`src/rtl/spi_slave_pkg.sv`:
```
`default_nettype none
// ============================================================================
// Module   : spi_slave_pkg
// Brief    : Shared types and constants for the SPI slave datapath.
// Revision : 1.0
// ============================================================================
package spi_slave_pkg;

    typedef enum logic [1:0] {
        IDLE  = 2'd0,
        LOAD  = 2'd1,
        SHIFT = 2'd2
    } tx_feed_state_e;

    // word_bits encodings (bits per word minus one)
    localparam logic [7:0] c_word_bits_byte = 8'd7;
    localparam logic [7:0] c_word_bits_word = 8'd31;

endpackage
`default_nettype wire

```
`src/rtl/spi_slave_tx_feeder.sv`:
```
`default_nettype none
// ============================================================================
// Module   : spi_slave_tx_feeder
// Brief    : Pulls TX FIFO words and reloads the SPI transmit shifter gaplessly.
// Revision : 1.0
// ============================================================================
module spi_slave_tx_feeder
    import spi_slave_pkg::*;
#(
    parameter int                    DATA_WIDTH = 32,
    parameter int                    LEN_WIDTH  = 16,
    parameter logic [DATA_WIDTH-1:0] FILL_WORD  = '0
) (
    input  logic                  sclk,
    input  logic                  rst,
    input  logic                  start,
    input  logic [7:0]            word_bits,
    input  logic [LEN_WIDTH-1:0]  num_words,
    input  logic [DATA_WIDTH-1:0] fifo_data,
    input  logic                  fifo_valid,
    output logic                  fifo_ready,
    output logic [DATA_WIDTH-1:0] tx_data,
    output logic                  tx_data_valid,
    output logic [7:0]            tx_counter,
    output logic                  tx_counter_upd,
    input  logic                  tx_done,
    output logic                  busy,
    output logic                  xfer_done,
    output logic                  underrun
);

    tx_feed_state_e        r_state;
    tx_feed_state_e        w_state_nxt;
    logic [LEN_WIDTH-1:0]  r_remaining;
    logic [7:0]            r_word_bits;
    logic                  r_busy;
    logic                  r_xfer_done;
    logic                  r_underrun;
    logic [DATA_WIDTH-1:0] r_tx_data;

    logic                  w_load;
    logic                  w_last;
    logic                  w_fill;
    logic [DATA_WIDTH-1:0] w_word;

    // A load strobe is suppressed while rst is high so an abort never pops.
    always_comb begin
        w_state_nxt = r_state;
        w_load      = 1'b0;
        w_last      = 1'b0;
        case (r_state)
            IDLE: begin
                if (start && (num_words != '0)) begin
                    w_state_nxt = LOAD;
                end
            end
            LOAD: begin
                w_load      = !rst;
                w_state_nxt = SHIFT;
            end
            SHIFT: begin
                if (tx_done) begin
                    if (r_remaining == LEN_WIDTH'(1)) begin
                        w_last      = 1'b1;
                        w_state_nxt = IDLE;
                    end else begin
                        w_load = !rst;
                    end
                end
            end
            default: begin
                w_state_nxt = IDLE;
            end
        endcase
    end

    always_comb begin
        w_fill = w_load && !fifo_valid;
        w_word = fifo_valid ? fifo_data : FILL_WORD;
    end

    always_ff @(posedge sclk) begin
        if (rst) begin
            r_state     <= IDLE;
            r_remaining <= '0;
            r_word_bits <= '0;
            r_busy      <= 1'b0;
            r_xfer_done <= 1'b0;
            r_underrun  <= 1'b0;
            r_tx_data   <= '0;
        end else begin
            r_state     <= w_state_nxt;
            r_xfer_done <= 1'b0;
            if ((r_state == IDLE) && start) begin
                r_underrun <= 1'b0;
                if (num_words == '0) begin
                    r_xfer_done <= 1'b1;
                end else begin
                    r_word_bits <= word_bits;
                    r_remaining <= num_words;
                    r_busy      <= 1'b1;
                end
            end
            if (w_fill) begin
                r_underrun <= 1'b1;
            end
            if (w_load) begin
                r_tx_data <= w_word;
            end
            if ((r_state == SHIFT) && tx_done) begin
                r_remaining <= r_remaining - LEN_WIDTH'(1);
            end
            if (w_last) begin
                r_xfer_done <= 1'b1;
                r_busy      <= 1'b0;
            end
        end
    end

    // tx_data holds the last presented word between load strobes.
    always_comb begin
        tx_data_valid  = w_load;
        tx_counter_upd = w_load;
        fifo_ready     = w_load && fifo_valid;
        tx_data        = w_load ? w_word : r_tx_data;
        tx_counter     = r_word_bits;
        busy           = r_busy;
        xfer_done      = r_xfer_done;
        underrun       = r_underrun || w_fill;
    end

endmodule
`default_nettype wire
```
`config.mk`:
```
export PLATFORM = sky130hd
export DESIGN_NAME = spi_slave_tx_feeder
export DESIGN_NICKNAME = d
export VERILOG_FILES = /design/src/rtl/spi_slave_pkg.sv /design/src/rtl/spi_slave_tx_feeder.sv
export SDC_FILE = /design/constraint.sdc
export NUM_CORES = 1
export LEC_CHECK = 0
export BUFFER_PORTS_ARGS = -buffer_cell sky130_fd_sc_hd__buf_4
export CAP_MARGIN = 20
export CELL_PAD_IN_SITES_DETAIL_PLACEMENT = 1
export CELL_PAD_IN_SITES_GLOBAL_PLACEMENT = 1
export CORE_MARGIN = 8
export CORE_UTILIZATION = 37
export CTS_CLUSTER_DIAMETER = 200
export DETAILED_ROUTE_END_ITERATION = 6
export GPL_ROUTABILITY_DRIVEN = 0
export PLACE_DENSITY_LB_ADDON = 0.15
export SYNTH_ARGS = -nofsm -noshare
export SYNTH_HDL_FRONTEND = slang
export SYNTH_SLANG_ARGS = --single-unit
```
`constraint.sdc`:
```
create_clock -name sclk -period 2.4 [get_ports sclk]
set_clock_uncertainty 0.1 [all_clocks]
set_input_delay 0.12 -clock sclk [delete_from_list [all_inputs] [get_ports sclk]]
set_output_delay 0.12 -clock sclk [all_outputs]
set_load 0.03 [all_outputs]
```
## Word-level counts from Yosys, hierarchy flattened

Index checks and enable logic that the tools add are counted.

| operators by class | value |
|---|---|
| add/sub/neg operators | 1 |
| equality and inequality tests | 7 |
| multiplexer cells | 20 |
| bitwise logic cells | 1 |
| reductions and logical operators | 17 |

Operators with widths:

| cell | count |
|---|---|
| 2-to-1 mux 32 bit | 2 |
| 2-to-1 mux 16 bit | 3 |
| == test 16 x 1 -> 1 bit, second input constant | 1 |
| zero test 16 bit | 1 |
| nonzero test 16 bit | 1 |
| subtractor 16 x 1 -> 16 bit, second input constant | 1 |
| 2-to-1 mux 1 bit | 10 |
| 2-to-1 mux 2 bit | 3 |
| inequality test 2 bit, second input constant | 3 |
| one-hot mux 2 bit (3 select lines) | 1 |
| logical AND 1 bit | 5 |
| AND reduction 2 bit | 2 |
| nonzero test 2 bit | 2 |
| AND reduction 3 bit | 1 |
| == test 2 x 1 -> 1 bit, second input constant | 1 |
| == test 2 bit, second input constant | 1 |
| zero test 1 bit | 2 |
| zero test 2 bit | 1 |
| inequality test 2 x 1 -> 1 bit, second input constant | 1 |
| one-hot mux 1 bit (2 select lines) | 1 |
| OR reduction 2 bit | 1 |
| logical OR 1 bit | 1 |
| inverter 1 bit | 1 |

| word-level totals | value |
|---|---|
| register bits after elaboration | 61 |
| bits of input ports | 61 |
| output and inout bits | 46 |
| logic and storage cells | 53 |

## Longest topological paths before layout

Gate-level depths: netlist (run 1).

| depth | value |
|---|---|
| word-level depth | 6 |
| depth in mapped cells | 9 |
| mapped depth without buffers | 7 |

## Least setup slack after synthesis (run 1)

Ideal clock, no wire load.

| timing path | value |
|---|---|
| path type | register to output |
| start point | register r_remaining[3] |
| end point | output tx_data[23] |
| data arrival time | 2136 ps |
| data required time | 2180 ps |
| slack | 44 ps |
| cell stages (with the launch flop) | 8 |
| buffers on the path | 2 |
| path through | dfxtp_1 -> nor4_4 -> nand4_2 -> a41oi_2 -> buf_6 -> inv_4 -> buf_6 -> mux2i_1 |

| between the ends | value |
|---|---|
| word-level cells in the longest chain between the ends | 5 |

RTL lines:

| item | line | source |
|---|---|---|
| start: declaration | spi_slave_tx_feeder.sv:34 | `logic [LEN_WIDTH-1:0] r_remaining;` |
| start signal: assignment | spi_slave_tx_feeder.sv:100 | `r_remaining <= num_words;` |
| start signal: assignment | spi_slave_tx_feeder.sv:111 | `r_remaining <= r_remaining - LEN_WIDTH'(1);` |
| == test 16 x 1 -> 1 bit | spi_slave_tx_feeder.sv:63 | `if (r_remaining == LEN_WIDTH'(1)) begin` |
| 2-to-1 mux 1 bit | spi_slave_tx_feeder.sv:63 |  |
| 2-to-1 mux 1 bit | spi_slave_tx_feeder.sv:62 | `if (tx_done) begin` |
| one-hot mux 1 bit (2 select lines) | spi_slave_tx_feeder.sv:51 | `case (r_state)` |
| named net tx_counter_upd | spi_slave_tx_feeder.sv:25 | `output logic tx_counter_upd,` |
| 2-to-1 mux 32 bit | n/a |  |
| end: declaration | spi_slave_tx_feeder.sv:22 | `output logic [DATA_WIDTH-1:0] tx_data,` |

The timed path passes the listed nets, and every way through them passes these cells.

## Final worst setup path (run 1)

| timing path | value |
|---|---|
| start point | register r_remaining[10] |
| end point | output tx_data[30] |

| between the ends | value |
|---|---|
| word-level cells in the longest chain between the ends | 5 |

RTL lines:

| item | line |
|---|---|
| == test 16 x 1 -> 1 bit | spi_slave_tx_feeder.sv:63 |
| 2-to-1 mux 1 bit | spi_slave_tx_feeder.sv:63 |
| 2-to-1 mux 1 bit | spi_slave_tx_feeder.sv:62 |
| one-hot mux 1 bit (2 select lines) | spi_slave_tx_feeder.sv:51 |
| 2-to-1 mux 32 bit | n/a |

No other way between the ends.

==> results.toml, run 1 <==
[timing]
period_needed_ns = 2.378
fmax_mhz = 420.6
worst_pin_slew_ns = 0.6139
rsz0062_at_grt = "true"
slew_violations = 0
period_share_pct = 99.07
final_hold_viol_count = 0
setup_viol = 0
slew_headroom_pct = 58.54

[synthesis]
synth_seq_cells = 61
synthFlopType = "dfxtp_1"
yosys_warnings = 0
avgSynthCellArea_sq_um = 8.387
postSynthCellCount = 404
async_reset_ff_share_pct = 0
yosysSeqAreaShare_pct = 36.04
synth-edff-count = 0
netlist_area_sq_um = 3388
ys_types = 51
synth_nets = 470

[placement]
postPlaceCellArea_sq_um = 4290
dp.cells = 607
place_hpwl_um = 7612
portBuffers = 106

[global_routing]
grt_pass1_wl_um = 19520
grt_pass1_vias = 3981
overflow = 0
track_usage_pct = 19.02
antenna_found_initial = 0
grt_max_degree = 39

[finish]
layoutNonFillerInstCount = 683
drive_above_1_share_pct = 31.64
postLayoutCellArea_sq_um = 5318
syn2layout_area_growth_pct = 56.94
num-fill-cells = 1060
n_antenna_cell = 0
final_cell_mix = "121 x buf_4, 95 x nand2_1, 60 x mux2i_1"
layout_commonest_cell = "buf_4"
finalNetCount = 634

[die]
io_pins = 107
die_h_um = 111.7
start_util_pct = 37.38
dieArea_sq_um = 12480
placeableCoreArea_sq_um = 9065
fp-row-count = 35
die_x_um = 111.7

[power]
powerDensity_nw_per_um2 = 565.1
leakage_nw = 2.336
total_power_mw = 3.005
peakVddDrop_v = 0.0002722

[clock_tree]
cts.clk_slew.worst_paths_ns = 0.07
clk_path_buf_depth = 2
htreeDepth = 3
insertion_delay_ns = 0.34
numClockSinks = 61
root_buffer = "clkbuf_8"
cts_tree = "yes"
cts_buffers = 9

[worst_setup_path]
crit_required_ns = 2.18
cp-start-kind = "flip-flop"
path_max_fanout = 9
cp-end-kind = "output port"
r2r_cells = 9
r2r_start = "r_remaining[10]$_SDFFE_PP0P_"
regToRegEndpoint = "r_tx_data[31]$_SDFF_PP0_"
path_class = "flip-flop to output port"
rrSetupSlack_ns = 0.18
cp.arrival_ns = 2.16

[worst_hold_path]
hold_class = "primary input to flip-flop"
whs_path_depth = 3
worstHoldStart = "fifo_data[12]"
hold_end = "r_tx_data[12]$_SDFF_PP0_"

[drt]
routed.top_layer = "met4"
route.met2.wl_um = 6329
via_count = 3581
route.detailed.drc = 0
drt_iter0_markers = 87
wl_met3_um = 581
vias_per_cell = 5.243
firstDrtPassIters = 5
postRouteAntennaNets = 0
wl_per_cell_um = 17.72
wirelength_um = 12110
wl_met1_um = 5015

[status]
outcome = "complete, no violations"

[run]
cap_viol_max_count = 0
## power by group
| part | internal (mW) | switching [mW] |
|---|---|---|
| registers | 1.08 | 0.0622 |
| clock network | 0.602 | 0.416 |
| logic | 0.406 | 0.441 |
## cells by family (layout without fill, tap and decap cells)
family	Yosys count	in the layout	share of synthesized area, %
and+or+nand+nor	151	151	21.31
buffers and inverters	67	235	9.158
muxes	65	65	19.20
DFF	61	61	36.04
AOI/OAI and AO/OA	55	55	12.44
adders and majority gates	5	5	1.846
## registers in the layout, indices dropped and copies added (netlist names)
signal and flops:
busy 1, tx_counter 8, r_underrun 1, r_remaining 16
r_state 2, r_tx_data 32, xfer_done 1
## synth_stat cells (2+ instances only)
cell	number	share of area, %
or4_1	2	0.44
mux2i_1	65	19
nor3_1	2	0.30
o221ai_1	5	1.3
clkbuf_1	18	2.0
buf_4	5	1.1
nand4_1	5	0.92
dfxtp_1	61	36
nor4_1	2	0.37
nor3b_1	2	0.44
or4_4	2	0.66
or2_2	3	0.55
nand3_1	14	2.1
a21oi_1	15	2.2
and2_1	3	0.55
inv_1	38	4.2
buf_6	5	1.7
nor2_1	8	0.89
ha_1	5	1.8
o311ai_0	2	0.52
a31oi_1	12	2.2
nand2_1	95	11
nand4b_1	2	0.52
or3_1	4	0.74
o211ai_1	2	0.44
a211oi_1	2	0.44
## worst max-delay path by stage
stage                                      start           to  slack (ns)  depth (start not counted)
floorplan            r_remaining[3]$_SDFFE_PP0P_  tx_data[23]        0.04                          7
global placement         r_state[1]$_SDFFE_PP0P_  tx_data[30]        0.14                          8
detailed placement       r_state[1]$_SDFFE_PP0P_  tx_data[30]        0.09                          8
CTS                  r_remaining[7]$_SDFFE_PP0P_  tx_data[30]      -0.004                          7
global route         r_remaining[8]$_SDFFE_PP0P_   tx_data[9]       -0.09                          8
finish              r_remaining[10]$_SDFFE_PP0P_  tx_data[30]        0.02                          7
## layer usage
| metal | vias up | GRT usage (%) |
|---|---|---|
| met4 | 0 | 7.019 |
| met1 | 1754 | 20.80 |
| li1 | 1726 | - |
| met3 | 14 | 4.437 |
| met5 | - | 0 |
| met2 | 87 | 34.81 |
## critical path, cell delays in order, from the launching register on
cell and delay [ns]:
dfxtp_2 0.33, nor4_2 0.26, buf_4 0.19, nand4_4 0.12, a41oi_4 0.27, bufinv_16 0.24
mux2i_1 0.20, buf_4 0.20
## layout make-up
cell class / count / area, sq um / area share [%]
clock buffer: 10 / 137.6 / 2.588
clock inverter: 5 / 75.07 / 1.412
inverter: 39 / 172.7 / 3.247
multi-input combinational: 276 / 1997 / 37.55
sequential: 61 / 1229 / 23.11
tap: 111 / 138.9 / 2.612
timing repair buffer: 179 / 1539 / 28.94
timing repair inverter: 2 / 28.78 / 0.5412
## through the flow
stage / utilization, % / setup slack (ns) / hold slack (ns) / setup TNS [ns]
after global routing: 58.66 / -0.08862 / 0.001462 / -1.693
after detailed placement: 47.33 / 0.08596 / 0.2822 / 0
after global placement: 47.33 / 0.1410 / 0.2703 / 0
after CTS: 56.14 / -0.004422 / 0.002332 / -0.005777
final: 58.66 / 0.02223 / 0.009030 / 0
after floorplan: - / 0.04420 / 0.1560 / 0
## timing repair
| item | in CTS | in global routing |
|---|---|---|
| gates resized for setup | 10 | 34 |
| endpoints found under the setup margin | 36 | 35 |
| hold buffers | 48 | 0 |
| hold endpoints to repair | 48 | 0 |
| pin swaps | 1 | 4 |
| setup buffers | 2 | 8 |
| cloned | 2 | 1 |
Power figures use the tool's default switching activity.
==> inputs of run 2 (changes only) <==
--- a/config.mk
+++ b/config.mk
@@ -10,7 +10,7 @@
 export CELL_PAD_IN_SITES_DETAIL_PLACEMENT = 1
 export CELL_PAD_IN_SITES_GLOBAL_PLACEMENT = 1
 export CORE_MARGIN = 8
-export CORE_UTILIZATION = 37
+export CORE_UTILIZATION = 40
 export CTS_CLUSTER_DIAMETER = 200
 export DETAILED_ROUTE_END_ITERATION = 6
 export GPL_ROUTABILITY_DRIVEN = 0
==> constraint.sdc (replaced) <==
create_clock -name sclk -period 3 [get_ports sclk]
set_clock_uncertainty 0.1 [all_clocks]
set_input_delay 0.15 -clock sclk [delete_from_list [all_inputs] [get_ports sclk]]
set_output_delay 0.15 -clock sclk [all_outputs]
set_load 0.03 [all_outputs]
==> results.toml, run 2 (same netlist as run 1, synthesis figures left out) <==
[clock_tree]
insertion_delay_ns = 0.33
htreeDepth = 3
cts.clk_slew.worst_paths_ns = 0.07
cts_tree = "yes"
cts_buffers = 9
clk_path_buf_depth = 2
numClockSinks = 61
ctsResizeCount = 0
cts_setup_buffers = 0
root_buffer = "clkbuf_8"

[finish]
postLayoutCellArea_sq_um = 4624
final_cell_mix = "114 x buf_4, 95 x nand2_1, 65 x mux2i_1"
postLayoutCoreUtil_pct = 56.28
largest-register = "r_tx_data"
layout_commonest_cell = "buf_4"
multi_input_area_sq_um = 1868
seqCellArea_sq_um = 1221
largest_reg_flops = 32
num-fill-cells = 987
finalNetCount = 587
n_antenna_cell = 0
syn2layout_area_growth_pct = 36.48
drive_above_1_share_pct = 27.24

[timing]
worst_pin_slew_ns = 0.7123
whs_ns = 0.002851
tns_ns = 0
fmax_mhz = 359.2
rsz0062_at_grt = "false"
period_needed_ns = 2.784
period_share_pct = 92.80
setup_viol = 0
final_hold_viol_count = 0
slew_violations = 0
slew_headroom_pct = 52.35

[worst_setup_path]
worstPathCellList = "nor4_1 -> nand4_2 -> a41oi_4 -> inv_4 -> mux2i_1 -> buf_4"
path_class = "flip-flop to output port"
path_max_fanout = 35
crit_slowest_cell = "nor4_1"
crit_required_ns = 2.75
max_stage_delay_ns = 0.54
cp-end-kind = "output port"
cp-start-kind = "flip-flop"
cp.arrival_ns = 2.53

[drt]
wirelength_um = 10320
firstDrtPassIters = 4
postRouteAntennaNets = 0
drt_iter0_markers = 62
route.detailed.drc = 0
vias_per_cell = 5.259
via_count = 3313
wl_per_cell_um = 16.37

[status]
outcome = "complete, no violations"

[global_routing]
grt_pass1_vias = 3609
overflow = 0
grt_max_degree = 39
grt_pass1_wl_um = 17100
track_usage_pct = 17.96
antenna_found_initial = 0

[power]
total_power_mw = 2.203
leakage_nw = 2.052
powerDensity_nw_per_um2 = 476.4
peakVddDrop_v = 0.0001980

[die]
fp-row-count = 33
die_h_um = 108.0
io_pins = 107
die_x_um = 108.0
start_util_pct = 41.24
placeableCoreArea_sq_um = 8217
dieArea_sq_um = 11670

[placement]
portBuffers = 106
postPlaceCellArea_sq_um = 4225
place_hpwl_um = 7330

[run]
cap_viol_max_count = 0

[worst_hold_path]
hold_class = "primary input to flip-flop"
-- run 2: layout make-up --
| cell class | count | share of cell area (%) |
|---|---|---|
| multi-input cells | 276 | 40.39 |
| clock buffers | 11 | 3.274 |
| inverters | 39 | 3.220 |
| clock inverters | 4 | 1.028 |
| flip-flops and latches | 61 | 26.41 |
| repair buffers | 134 | 22.84 |
| well taps | 105 | 2.841 |
-- run 2: metrics by stage --
| step | instances | setup WS [ns] |
|---|---|---|
| 2_1_floorplan | 404 | 0.6142 |
| 3_3_place_gp | 595 | 0.5624 |
| 3_5_place_dp | 595 | 0.5052 |
| 4_1_cts | 630 | 0.2094 |
| 5_1_grt | 630 | 0.06510 |
| 6_report | 630 | 0.2160 |
-- run 2: final timing paths --
check	startpoint	endpoint	slack (ns)	depth (start not counted)
min	fifo_data[18]	r_tx_data[18]$_SDFF_PP0_	0.003	3
min reg2reg	tx_counter[1]$_SDFFE_PP0P_	tx_counter[1]$_SDFFE_PP0P_	0.36	2
max	r_remaining[11]$_SDFFE_PP0P_	tx_data[11]	0.22	6
max reg2reg	r_remaining[11]$_SDFFE_PP0P_	r_tx_data[4]$_SDFF_PP0_	0.48	6
-- run 2: per-layer routing --
metal,GRT usage (%),routed length (um),vias up
li1,-,-,1626
met1,20.64,4464,1576
met2,31.12,5044,98
met3,4.878,653,13
met4,6.541,153,0
met5,0,0,-
-- run 2: what timing repair did --
item                       in CTS  in global routing
setup endpoints to repair       0                  0
hold buffers                   20                  0
hold endpoints to repair       20                  0
-- run 2: report_power, final --
group	leakage, nW	switching (mW)	total [mW]	internal [mW]
clock network	0.101	0.327	0.749	0.421
registers	0.497	0.0444	0.905	0.861
logic	1.45	0.308	0.549	0.241
-- run 2: critical path, delay by kind of cell (launching register included) --
family / cells / cell delay, ns
mux: 1 / 0.28
simple gates: 2 / 0.80
flops: 1 / 0.35
compound gates: 1 / 0.30
buf+inv: 2 / 0.44
==> inputs of run 3 (changes only) <==
--- a/config.mk
+++ b/config.mk
@@ -5,12 +5,13 @@
 export SDC_FILE = /design/constraint.sdc
 export NUM_CORES = 1
 export LEC_CHECK = 0
+export ABC_AREA = 1
 export BUFFER_PORTS_ARGS = -buffer_cell sky130_fd_sc_hd__buf_4
 export CAP_MARGIN = 20
 export CELL_PAD_IN_SITES_DETAIL_PLACEMENT = 1
 export CELL_PAD_IN_SITES_GLOBAL_PLACEMENT = 1
 export CORE_MARGIN = 8
-export CORE_UTILIZATION = 40
+export CORE_UTILIZATION = 39
 export CTS_CLUSTER_DIAMETER = 200
 export DETAILED_ROUTE_END_ITERATION = 6
 export GPL_ROUTABILITY_DRIVEN = 0
==> results.toml, run 3 <==
[synthesis]
synth_area_leaders = "dfxtp_1 35%, nand2_1 14%, nand3b_1 7.1%"
synthSimpleGateAreaFrac_pct = 41.86
async_reset_ff_share_pct = 0
synthTopCellsByCount = "128 x nand2_1, 62 x nor2_1, 61 x dfxtp_1"
synthFlopType = "dfxtp_1"
postSynthCellCount = 495
synth_top_family_by_area = "simple AND/OR/NAND/NOR gates"
synth_seq_cells = 61
yosysSeqAreaShare_pct = 35.16
synth.most_common_cell = "nand2_1"
synth-edff-count = 0
yosys_warnings = 0
synth_top_area_share_pct = 35.16
netlist_area_sq_um = 3473
synth_nets = 561
synth-adder-area-share_pct = 1.801
ys_types = 32
synth_top_area_cell = "dfxtp_1"
synth.mux.area_fraction_pct = 0
avgSynthCellArea_sq_um = 7.017
synth_compound_area_share_pct = 12.75
synth_xor_area_share_pct = 0.2522

[clock_tree]
cts_buffers = 9
cts_hold_buf = 9
clk_path_buf_depth = 2
ctsResizeCount = 0
root_buffer = "clkbuf_8"
cts_setup_buffers = 0
htreeDepth = 3
cts.clk_slew.worst_paths_ns = 0.07
numClockSinks = 61
cts_tree = "yes"
insertion_delay_ns = 0.33

[drt]
wl_per_cell_um = 15.62
vias_per_cell = 5.015
via_count = 3581
firstDrtPassIters = 4
postRouteAntennaNets = 0
route.detailed.drc = 0
drt_iter0_markers = 70
wirelength_um = 11150

[finish]
finalNetCount = 667
postLayoutCoreUtil_pct = 53.22
postLayoutCellArea_sq_um = 4618
largest-register = "r_tx_data"
syn2layout_area_growth_pct = 32.96
n_antenna_cell = 0
largest_reg_flops = 32
final_cell_mix = "128 x nand2_1, 110 x buf_4, 62 x nor2_1"
layout_commonest_cell = "nand2_1"
drive_above_1_share_pct = 32.51
num-fill-cells = 1150
layoutNonFillerInstCount = 714

[worst_setup_path]
cp-end-kind = "output port"
cp.arrival_ns = 2.48
cp-start-kind = "flip-flop"
crit_required_ns = 2.75
r2r_cells = 8
regToRegEndpoint = "r_remaining[12]$_SDFFE_PP0P_"
r2r_start = "r_state[0]$_SDFFE_PP0P_"
path_class = "flip-flop to output port"
path_max_fanout = 34
rrSetupSlack_ns = 0.70

[die]
dieArea_sq_um = 12180
io_pins = 107
die_h_um = 110.4
start_util_pct = 40.02
fp-row-count = 34
placeableCoreArea_sq_um = 8678
die_x_um = 110.4

[timing]
setup_viol = 0
rsz0062_at_grt = "false"
period_share_pct = 90.88
period_needed_ns = 2.726
slew_headroom_pct = 54.37
whs_ns = 0.02309
tns_ns = 0
fmax_mhz = 366.8
worst_pin_slew_ns = 0.6837
final_hold_viol_count = 0
slew_violations = 0
fin_ws_ns = 0.2736

[worst_hold_path]
worstHoldStart = "num_words[1]"
whs_path_depth = 3
hold_class = "primary input to flip-flop"
hold_end = "r_remaining[1]$_SDFFE_PP0P_"

[status]
outcome = "complete, no violations"

[placement]
place_hpwl_um = 8124
portBuffers = 106
dp.cells = 689
dp_slack_ns = 0.6614
postPlaceCellArea_sq_um = 4282

[global_routing]
antenna_found_initial = 0
grt_pass1_vias = 3827
track_usage_pct = 18.62
overflow = 0
grt_pass1_wl_um = 18100
grt_max_degree = 40

[power]
leakage_nw = 2.223
total_power_mw = 2.334
peakVddDrop_v = 0.0002767
powerDensity_nw_per_um2 = 505.3

[run]
cap_viol_max_count = 0
[run 3: cell types whose count changed after synthesis, moves of 28 or more]
cell	previous run	this run
nand3b_1	0	33
nand2_1	95	128
nor2_1	8	62
nand2_2	0	33
mux2i_1	65	0
a21oi_2	0	28
[run 3: worst max path at each step]
stage	endpoint	startpoint	slack (ns)	cells past startpoint
after CTS	tx_data[2]	r_state[0]$_SDFFE_PP0P_	0.28	10
after global routing	tx_data[31]	r_state[0]$_SDFFE_PP0P_	0.11	10
after global placement	tx_data[31]	r_state[0]$_SDFFE_PP0P_	0.72	10
final	tx_data[2]	r_state[0]$_SDFFE_PP0P_	0.27	10
after floorplan	tx_data_valid	r_state[0]$_SDFFE_PP0P_	1.06	10
after detailed placement	tx_data[2]	r_state[0]$_SDFFE_PP0P_	0.66	10
[run 3: kinds of logic after synthesis]
kind of cell,Yosys count
and+or+nand+nor,303
buffers and inverters,59
DFF,61
adders and majority gates,5
AOI/OAI and AO/OA,66
xor gates and xnor gates,1
[run 3: power breakdown]
group / leakage, nW / internal [mW] / switching [mW] / total [mW]
clock: 0.127 / 0.575 / 0.339 / 0.914
combinational: 1.60 / 0.197 / 0.334 / 0.531
sequential: 0.497 / 0.852 / 0.0364 / 0.889
total: 2.22 / 1.62 / 0.710 / 2.33
[run 3: area by class of cell]
cell class / instances / area [sq um] / share of cell area, %
Clock buffer: 10 / 137.6 / 2.980
Inverter: 35 / 131.4 / 2.845
Timing Repair Buffer: 119 / 915.9 / 19.83
Clock inverter: 6 / 108.9 / 2.357
Sequential cell: 61 / 1221 / 26.44
Multi-Input combinational cell: 375 / 1968 / 42.62
Tap cell: 108 / 135.1 / 2.926
[run 3: metal layers]
layer	vias up	GRT usage [%]	wire length [um]
met5	-	0	0
met4	0	5.328	127
met3	12	4.477	535
met2	76	32.34	5624
met1	1694	22.27	4865
li1	1799	-	-
[run 3: worst max-delay path, stage by stage, from the launching register on]
cell and delay (ns):
dfxtp_1 0.33, inv_1 0.09, ha_1 0.17, nand2_1 0.08
inv_2 0.24, nand2_2 0.11, nand2_4 0.34, nand2_8 0.30
nand2_1 0.20, nand2_1 0.09, buf_4 0.18
